[src/rtl/alu_arbiter.sv]
// alu_arbiter: round-robin sharing of one ALU between NREQ requesters with a valid/ready tagged response
// Ports: CLK100MHZ/rst (async, active high); req_valid/req_a/req_b/req_s in, req_ready out (one-hot grant);
//        alu_a/alu_b/alu_s registered ALU operands, alu_r/alu_c/alu_v ALU results;
//        rsp_valid/rsp_ready handshake with rsp_id/rsp_r/rsp_c/rsp_v captured result; busy = not idle.
module alu_arbiter #(
    parameter int NREQ        = 2,
    parameter int W           = 8,
    parameter int SW          = 4,
    parameter int EXEC_CYCLES = 1
) (
    input  logic              CLK100MHZ,
    input  logic              rst,
    input  logic [NREQ-1:0]   req_valid,
    input  logic [NREQ*W-1:0] req_a,
    input  logic [NREQ*W-1:0] req_b,
    input  logic [NREQ*SW-1:0] req_s,
    output logic [NREQ-1:0]   req_ready,
    output logic [W-1:0]      alu_a,
    output logic [W-1:0]      alu_b,
    output logic [SW-1:0]     alu_s,
    input  logic [W-1:0]      alu_r,
    input  logic              alu_c,
    input  logic              alu_v,
    output logic              rsp_valid,
    input  logic              rsp_ready,
    output logic [1:0]        rsp_id,
    output logic [W-1:0]      rsp_r,
    output logic              rsp_c,
    output logic              rsp_v,
    output logic              busy
);
    typedef enum logic [1:0] {IDLE, EXEC, RESP} state_t;
    state_t        state_q;
    logic [1:0]    ptr_q;
    logic [3:0]    cnt_q;
    logic [W-1:0]  alu_a_q, alu_b_q, rsp_r_q;
    logic [SW-1:0] alu_s_q;
    logic [1:0]    rsp_id_q;
    logic          rsp_valid_q, rsp_c_q, rsp_v_q;
    // requesters padded to four so the winner index is always a clean 2-bit select
    logic [3:0]    val4;
    logic [W-1:0]  a4 [4];
    logic [W-1:0]  b4 [4];
    logic [SW-1:0] s4 [4];
    logic [2:0]    idx;
    logic [1:0]    win;
    logic          found;
    for (genvar i = 0; i < 4; i++) begin : g_pad
        if (i < NREQ) begin : g_on
            assign val4[i] = req_valid[i];
            assign a4[i]   = req_a[i*W +: W];
            assign b4[i]   = req_b[i*W +: W];
            assign s4[i]   = req_s[i*SW +: SW];
        end else begin : g_off
            assign val4[i] = 1'b0;
            assign a4[i]   = '0;
            assign b4[i]   = '0;
            assign s4[i]   = '0;
        end
    end
    // scan from the far end back to ptr so the last hit is the first valid at or after ptr
    always_comb begin
        idx   = '0;
        win   = '0;
        found = 1'b0;
        for (int k = NREQ - 1; k >= 0; k--) begin
            idx = {1'b0, ptr_q} + 3'(k);
            idx = (idx >= 3'(NREQ)) ? idx - 3'(NREQ) : idx;
            if (val4[idx[1:0]]) begin
                win   = idx[1:0];
                found = 1'b1;
            end
        end
        req_ready = '0;
        for (int i = 0; i < NREQ; i++)
            req_ready[i] = !rst && state_q == IDLE && found && win == 2'(i);
    end
    always_ff @(posedge CLK100MHZ or posedge rst) begin
        if (rst) begin
            state_q     <= IDLE;
            ptr_q       <= '0;
            cnt_q       <= '0;
            alu_a_q     <= '0;
            alu_b_q     <= '0;
            alu_s_q     <= '0;
            rsp_valid_q <= 1'b0;
            rsp_id_q    <= '0;
            rsp_r_q     <= '0;
            rsp_c_q     <= 1'b0;
            rsp_v_q     <= 1'b0;
        end else begin
            case (state_q)
                IDLE: if (|req_ready) begin
                    alu_a_q  <= a4[win];
                    alu_b_q  <= b4[win];
                    alu_s_q  <= s4[win];
                    rsp_id_q <= win;
                    cnt_q    <= 4'(EXEC_CYCLES);
                    ptr_q    <= (win == 2'(NREQ - 1)) ? 2'd0 : win + 2'd1;
                    state_q  <= EXEC;
                end
                EXEC: begin
                    cnt_q <= cnt_q - 4'd1;
                    if (cnt_q == 4'd1) begin
                        rsp_r_q     <= alu_r;
                        rsp_c_q     <= alu_c;
                        rsp_v_q     <= alu_v;
                        rsp_valid_q <= 1'b1;
                        state_q     <= RESP;
                    end
                end
                RESP: if (rsp_ready) begin
                    rsp_valid_q <= 1'b0;
                    state_q     <= IDLE;
                end
                default: state_q <= IDLE;
            endcase
        end
    end
    assign alu_a     = alu_a_q;
    assign alu_b     = alu_b_q;
    assign alu_s     = alu_s_q;
    assign rsp_valid = rsp_valid_q;
    assign rsp_id    = rsp_id_q;
    assign rsp_r     = rsp_r_q;
    assign rsp_c     = rsp_c_q;
    assign rsp_v     = rsp_v_q;
    assign busy      = state_q != IDLE;
endmodule

[config.mk]
export PLATFORM = sky130hd
export DESIGN_NAME = alu_arbiter
export DESIGN_NICKNAME = d
export VERILOG_FILES = /design/src/rtl/alu_arbiter.sv
export SDC_FILE = /design/constraint.sdc
export NUM_CORES = 1
export LEC_CHECK = 0
export CAP_MARGIN = 25
export CORE_ASPECT_RATIO = 0.6
export CORE_MARGIN = 2
export CORE_UTILIZATION = 36
export DETAILED_ROUTE_END_ITERATION = 7
export GPL_TIMING_DRIVEN = 0
export PLACE_DENSITY = 0.79
export RECOVER_POWER = 25
export SLEW_MARGIN = 15
export SYNTH_ARGS = -nofsm -noshare
export SYNTH_HDL_FRONTEND = slang
export SYNTH_SLANG_ARGS = --single-unit
[constraint.sdc]
create_clock -name CLK100MHZ -period 1.5 [get_ports CLK100MHZ]
set_input_delay 0.3 -clock CLK100MHZ [delete_from_list [all_inputs] [get_ports CLK100MHZ]]
set_output_delay 0.3 -clock CLK100MHZ [all_outputs]
set_load 0.01 [all_outputs]
==> reports/metrics.cfg, run 1 <==
[run_status]
status=finished, violations left
violations=setup timing

[finish]
antennaDiodeCount=0
multi_input_area_um2=847
seqCellArea_mm2=0.00103
nFillCells=388
layout_commonest_cell=clkdlybuf4s50_1
utilization=0.663
syn_to_final_growth_pct=78.9
final_cell_mix=clkdlybuf4s50_1 (52), dfrtp_1 (39), and4_1 (18)
drive_gt1_frac=0.299
num-nets-final=320
final_area_mm2=0.00332

[clock_tree]
cts_root_buf=clkbuf_8
cts_tree=built
clock-sinks=41
clk_pin_slew_ns=0.08
htreeDepth=2
clkLatencyLatePin_ns=0.30
numCtsBuffers=5
cts_max_path_buffers=2
postCtsHoldBufs=0

[flow_run]
drv_cap=0

[global_routing]
grt_use_met3=0.0708
grt_util_all_layers=0.216
grt_max_degree=26
grt_pass1_wl_mm=9.38
busiest_layer=met2
antenna_found_initial=0
overflow=0
use_met1=0.282
met2_usage=0.343
grt_pass1_vias=1838

[placed_design]
portBuffers=90
place_area_mm2=0.00286
place_hpwl_mm=3.53
place.gp.congestion=0.706

[sta]
final_max_slew_viol_count=0
setup_ws_ns=-0.257
post-route-period-util=1.17
worst_pin_slew_ns=0.408
finalClockSkew_ns=0.00559
rsz0062_at_grt=yes
fin_crit_ns=1.76
final-setup-viol-count=37
relSlewSlack=0.728
fmax_mhz=569
hold_violations=0

[synthesis]
synth_compound_area_frac=0.160
synth_fp_nets=200
synth-seq-area-share=0.553
ys_seq_elements=41
yosys_warnings=0
syn-cell-area_mm2=0.00185
synthMuxAreaShare=0.0607
syn-instance-count=143
synth_area_leaders=dfrtp_1 (55%), and4_1 (8.5%), a221o_1 (8.1%)
async_flop_share=1.00
synth_ff_type=dfrtp_1
syn_avg_cell_area_um2=13.0
synth.top_cell.area_share=0.553
synth_fa_ha_area_frac=0.0135
synth.distinct_cells=33
synthSimpleGateAreaFrac=0.164
synth_largest_area_cell=dfrtp_1
synth_top_family_by_area=simple AND/OR/NAND/NOR gates
synth-xor-area-share=0.00472
synth-edff-count=0

[setup_path]
crit_type=input port to output port
crit_path_start_kind=input port
worstPathArrival_ns=1.46
critPathMaxFanout=10
crit_required_ns=1.20
crit_path_end_kind=output port

[power_and_ir_drop]
irDropWorstVdd_uv=722
p_per_area_mw_per_mm2=1720
leakagePower_uw=0.00168
power_uw=5700

[routing]
drc=0
drtIter0Drc=116
drtPass1Iterations=5
vias=1769
wl_mm=6.21
postRouteAntennaNets=0
avgRoutedWirePerCell_um=18.8
via_per_inst=5.36

[floorplanning]
die_w_um=96.7
num_rows=20
start_util=0.370
core-area_mm2=0.00500
die_y_um=59.6
ios=91
die_area_mm2=0.00576

[worst_hold_path]
hold_path.class=input port to async pin

## final cells by class
| type | count | share of cell area |
|---|---|---|
| multi-input combinational | 88 | 0.255 |
| timing repair buffer | 113 | 0.348 |
| inverter | 4 | 0.00453 |
| sequential | 41 | 0.310 |
| clock inverter | 1 | 0.00151 |
| tap | 66 | 0.0249 |
| buffer | 10 | 0.0268 |
| clock buffer | 7 | 0.0290 |
## worst paths after layout
kind,from,cells past startpoint,slack [ns],endpoint
hold reg to reg,rsp_id[1],1,0.49,rsp_id[1]
min in group CLK100MHZ,rsp_id[1],1,0.49,rsp_id[1]
max in group asynchronous,rst,3,0.82,state_q[0]
setup reg to reg,state_q[1],8,-0.19,rsp_r[4]
hold / removal,rst,2,0.20,rsp_r[4]
setup / recovery,req_valid[0],5,-0.26,req_ready[1]
## through the flow
step                hold WS, ns  setup TNS (ns)  setup slack (ns)  std cells
floorplan                 0.407               0            0.0376        143
global placement          0.457          -40.98            -0.921        299
detailed placement        0.474          -12.95            -0.965        300
CTS                       0.175           -1.52            -0.247        327
global route              0.217           -5.65            -0.285        330
finish                    0.202           -4.44            -0.257        330
## sequential cells by signal, summed over array words and instances, names as in the netlist
register	flops
state_q	2
rsp_r	8
alu_s	4
cnt_q	4
alu_a	8
ptr_q	2
alu_b	8
rsp_c	1
rsp_v	1
rsp_valid	1
rsp_id	2
## synth_stat cells, types with 2 or more instances
| cell | n |
|---|---|
| a221o_2 | 5 |
| ha_1 | 2 |
| nand2_1 | 2 |
| buf_6 | 3 |
| nor2_1 | 3 |
| and3_1 | 3 |
| mux2_2 | 10 |
| dfrtp_1 | 41 |
| clkbuf_1 | 6 |
| and2_1 | 2 |
| nand2b_1 | 2 |
| o21ai_0 | 5 |
| a221o_1 | 15 |
| and4_1 | 18 |
| a21oi_1 | 2 |
| and4_2 | 2 |
| buf_2 | 2 |
| a21o_1 | 2 |
| inv_1 | 4 |
## routing by layer
| metal | vias up | share of wire |
|---|---|---|
| li1 | 802 | - |
| met1 | 864 | 0.44 |
| met2 | 89 | 0.45 |
| met3 | 14 | 0.087 |
| met4 | 0 | 0.020 |
| met5 | - | 0 |
## cell families after synthesis
logic type,count (synthesis)
XOR/XNOR,1
flip-flops,41
AND/OR/NAND/NOR,40
adder cells (fa/ha/maj),2
multiplexers,10
buffers and inverters,15
AO/OA/AOI/OAI,34
## worst max-delay path, stage by stage
cell and delay [ns]:
clkdlybuf4s50_1 0.52, nand2b_1 0.12, clkbuf_4 0.20, and3_4 0.20, buf_6 0.11
## power breakdown
group          switching (uW)  internal [uW]  leakage (uW)
registers                 306           1600      0.000500
logic                    1250           1740       0.00112
clock network             388            416     0.0000542
total                    1940           3760       0.00168
## what timing repair did
item                       in CTS  in global routing
gates resized for setup        68                 40
setup endpoints to repair      49                 57
setup buffers                  19                  5
pin swaps                       2                  2
cloned                          3                  1
No activity file was read; power rests on OpenSTA's default activity.
==> inputs of run 2 (changes only) <==
--- a/config.mk
+++ b/config.mk
@@ -17,3 +17,4 @@
 export SYNTH_ARGS = -nofsm -noshare
 export SYNTH_HDL_FRONTEND = slang
 export SYNTH_SLANG_ARGS = --single-unit
+export TNS_END_PERCENT = 1
==> run 2 against run 1 <==
Net effect: the flow still finishes with violations (setup timing); count of clock-buffer cells in the layout stayed put; worst setup slack better by 0.020 ns; clock power hardly changed; sequential share of layout area is 0.61 points higher; largest cell class unchanged; highest routed layer unchanged; critical path type is now flip-flop to output port.
==> reports/metrics.cfg, run 2 (synthesis results as in run 1) <==
[flow_run]
drv_cap=0

[sta]
fin_crit_ns=1.74
finalClockSkew_ns=0.00693
final-setup-viol-count=38
fmax_mhz=576
final_max_slew_viol_count=0
hold_violations=0
setup_ws_ns=-0.237
post-route-period-util=1.16
rsz0062_at_grt=yes
worst_pin_slew_ns=0.409
relSlewSlack=0.727

[placed_design]
place.gp.congestion=0.706
place_hpwl_mm=3.53
post-place-cells=300
portBuffers=90

[power_and_ir_drop]
p_per_area_mw_per_mm2=1700
leakagePower_uw=0.00165
irDropWorstVdd_uv=812

[clock_tree]
postCtsHoldBufs=0
cts_max_path_buffers=2
clk_pin_slew_ns=0.08
cts_root_buf=clkbuf_8
htreeDepth=2
cts_tree=built
clkLatencyLatePin_ns=0.30
clock-sinks=41
numCtsBuffers=5

[routing]
vias=1678
drc=0
drtPass1Iterations=4
avgRoutedWirePerCell_um=17.3
wl_mm=5.61
drtIter0Drc=77
via_per_inst=5.18
postRouteAntennaNets=0

[run_status]
status=finished, violations left
violations=setup timing

[global_routing]
busiest_layer=met2
met2_usage=0.313
antenna_found_initial=0
overflow=0
grt_pass1_wl_mm=8.66
grt_max_degree=26
grt_util_all_layers=0.198
grt_use_met3=0.0778
use_met1=0.255
grt_pass1_vias=1737

[setup_path]
crit_type=flip-flop to output port
crit_required_ns=1.20
crit_path_end_kind=output port
worstPathArrival_ns=1.44
crit_path_start_kind=flip-flop
critPathMaxFanout=2

[worst_hold_path]
hold_path.class=input port to async pin

[finish]
layout_commonest_cell=clkdlybuf4s50_1
nFillCells=380
syn_to_final_growth_pct=75.4
final_cell_mix=clkdlybuf4s50_1 (52), dfrtp_1 (39), and4_1 (18), dlymetal6s2s_1 (18), dlygate4sd2_1 (17)
final-instance-count-excl-fill=324
antennaDiodeCount=0
num-nets-final=314
utilization=0.650
seqCellArea_mm2=0.00103
multi_input_area_um2=840
drive_gt1_frac=0.275

[floorplanning]
num_rows=20
die_y_um=59.6
start_util=0.370
die_w_um=96.7
core-area_mm2=0.00500
ios=91
die_area_mm2=0.00576

-- run 2: cell type report --
| cell class | count | share of cell area |
|---|---|---|
| repair buffers | 107 | 0.339 |
| flip-flops and latches | 41 | 0.316 |
| multi-input cells | 88 | 0.258 |
| clock buffers | 7 | 0.0296 |
| plain buffers | 10 | 0.0258 |
| well taps | 66 | 0.0254 |
| inverters | 4 | 0.00462 |
| clock inverters | 1 | 0.00154 |
-- run 2: power breakdown --
group	switching [uW]	leakage, uW	internal (uW)
logic	1140	0.00110	1690
registers	305	0.000500	1600
clock network	388	0.0000542	416
-- run 2: path summary, 6_finish.rpt --
path | startpoint | to | slack (ns) | cells after the start
min reg2reg | rsp_r[0] | rsp_r[0] | 0.51 | 1
min in group CLK100MHZ | rsp_r[0] | rsp_r[0] | 0.51 | 1
max in group asynchronous | rst | state_q[0] | 0.86 | 3
min | rst | rsp_r[3] | 0.17 | 2
max | state_q[1] | req_ready[0] | -0.24 | 5
max reg2reg | state_q[1] | cnt_q[3] | -0.15 | 7
-- run 2: worst max-delay path, cell delays in order, from the launching register on --
cell	delay, ns
dfrtp_2	0.43
nor3_4	0.20
buf_6	0.13
and3_4	0.18
buf_6	0.10
buf_6	0.09
-- run 2: layer usage --
metal | routed length, um | part of all wire | up-vias
met2 | 2550 | 0.45 | 60
li1 | - | - | 791
met5 | 0 | 0 | -
met1 | 2600 | 0.46 | 823
met3 | 412 | 0.073 | 4
met4 | 50 | 0.0089 | 0
-- run 2: repair_timing --
| item | in CTS | in global routing |
|---|---|---|
| hold endpoints to repair | 0 | 0 |
| gates cloned | 2 | 0 |
| resized for setup | 57 | 39 |
| endpoints found under the setup margin | 49 | 57 |
| pin swaps | 18 | 3 |
| buffers inserted | 15 | 1 |
-- run 2: per-stage QoR --
stage	power (uW)	TNS, ns	area [um2]	hold slack, ns	setup slack, ns
floorplan	3090	0	1850	0.407	0.0376
global placement	4300	-40.98	2840	0.457	-0.921
detailed placement	4360	-12.95	2860	0.474	-0.965
CTS	5370	-3.03	3140	0.175	-0.247
global route	5890	-5.61	3250	0.198	-0.289
finish	5540	-3.67	3250	0.170	-0.237
==> inputs of run 3 (changes only) <==
--- a/config.mk
+++ b/config.mk
@@ -11,6 +11,7 @@
 export CORE_UTILIZATION = 36
 export DETAILED_ROUTE_END_ITERATION = 7
 export GPL_TIMING_DRIVEN = 0
+export HOLD_SLACK_MARGIN = 0.1
 export PLACE_DENSITY = 0.79
 export RECOVER_POWER = 25
 export SLEW_MARGIN = 15
==> results of run 3 <==
The final DEF is identical to that of run 2; final timing and power are the same.
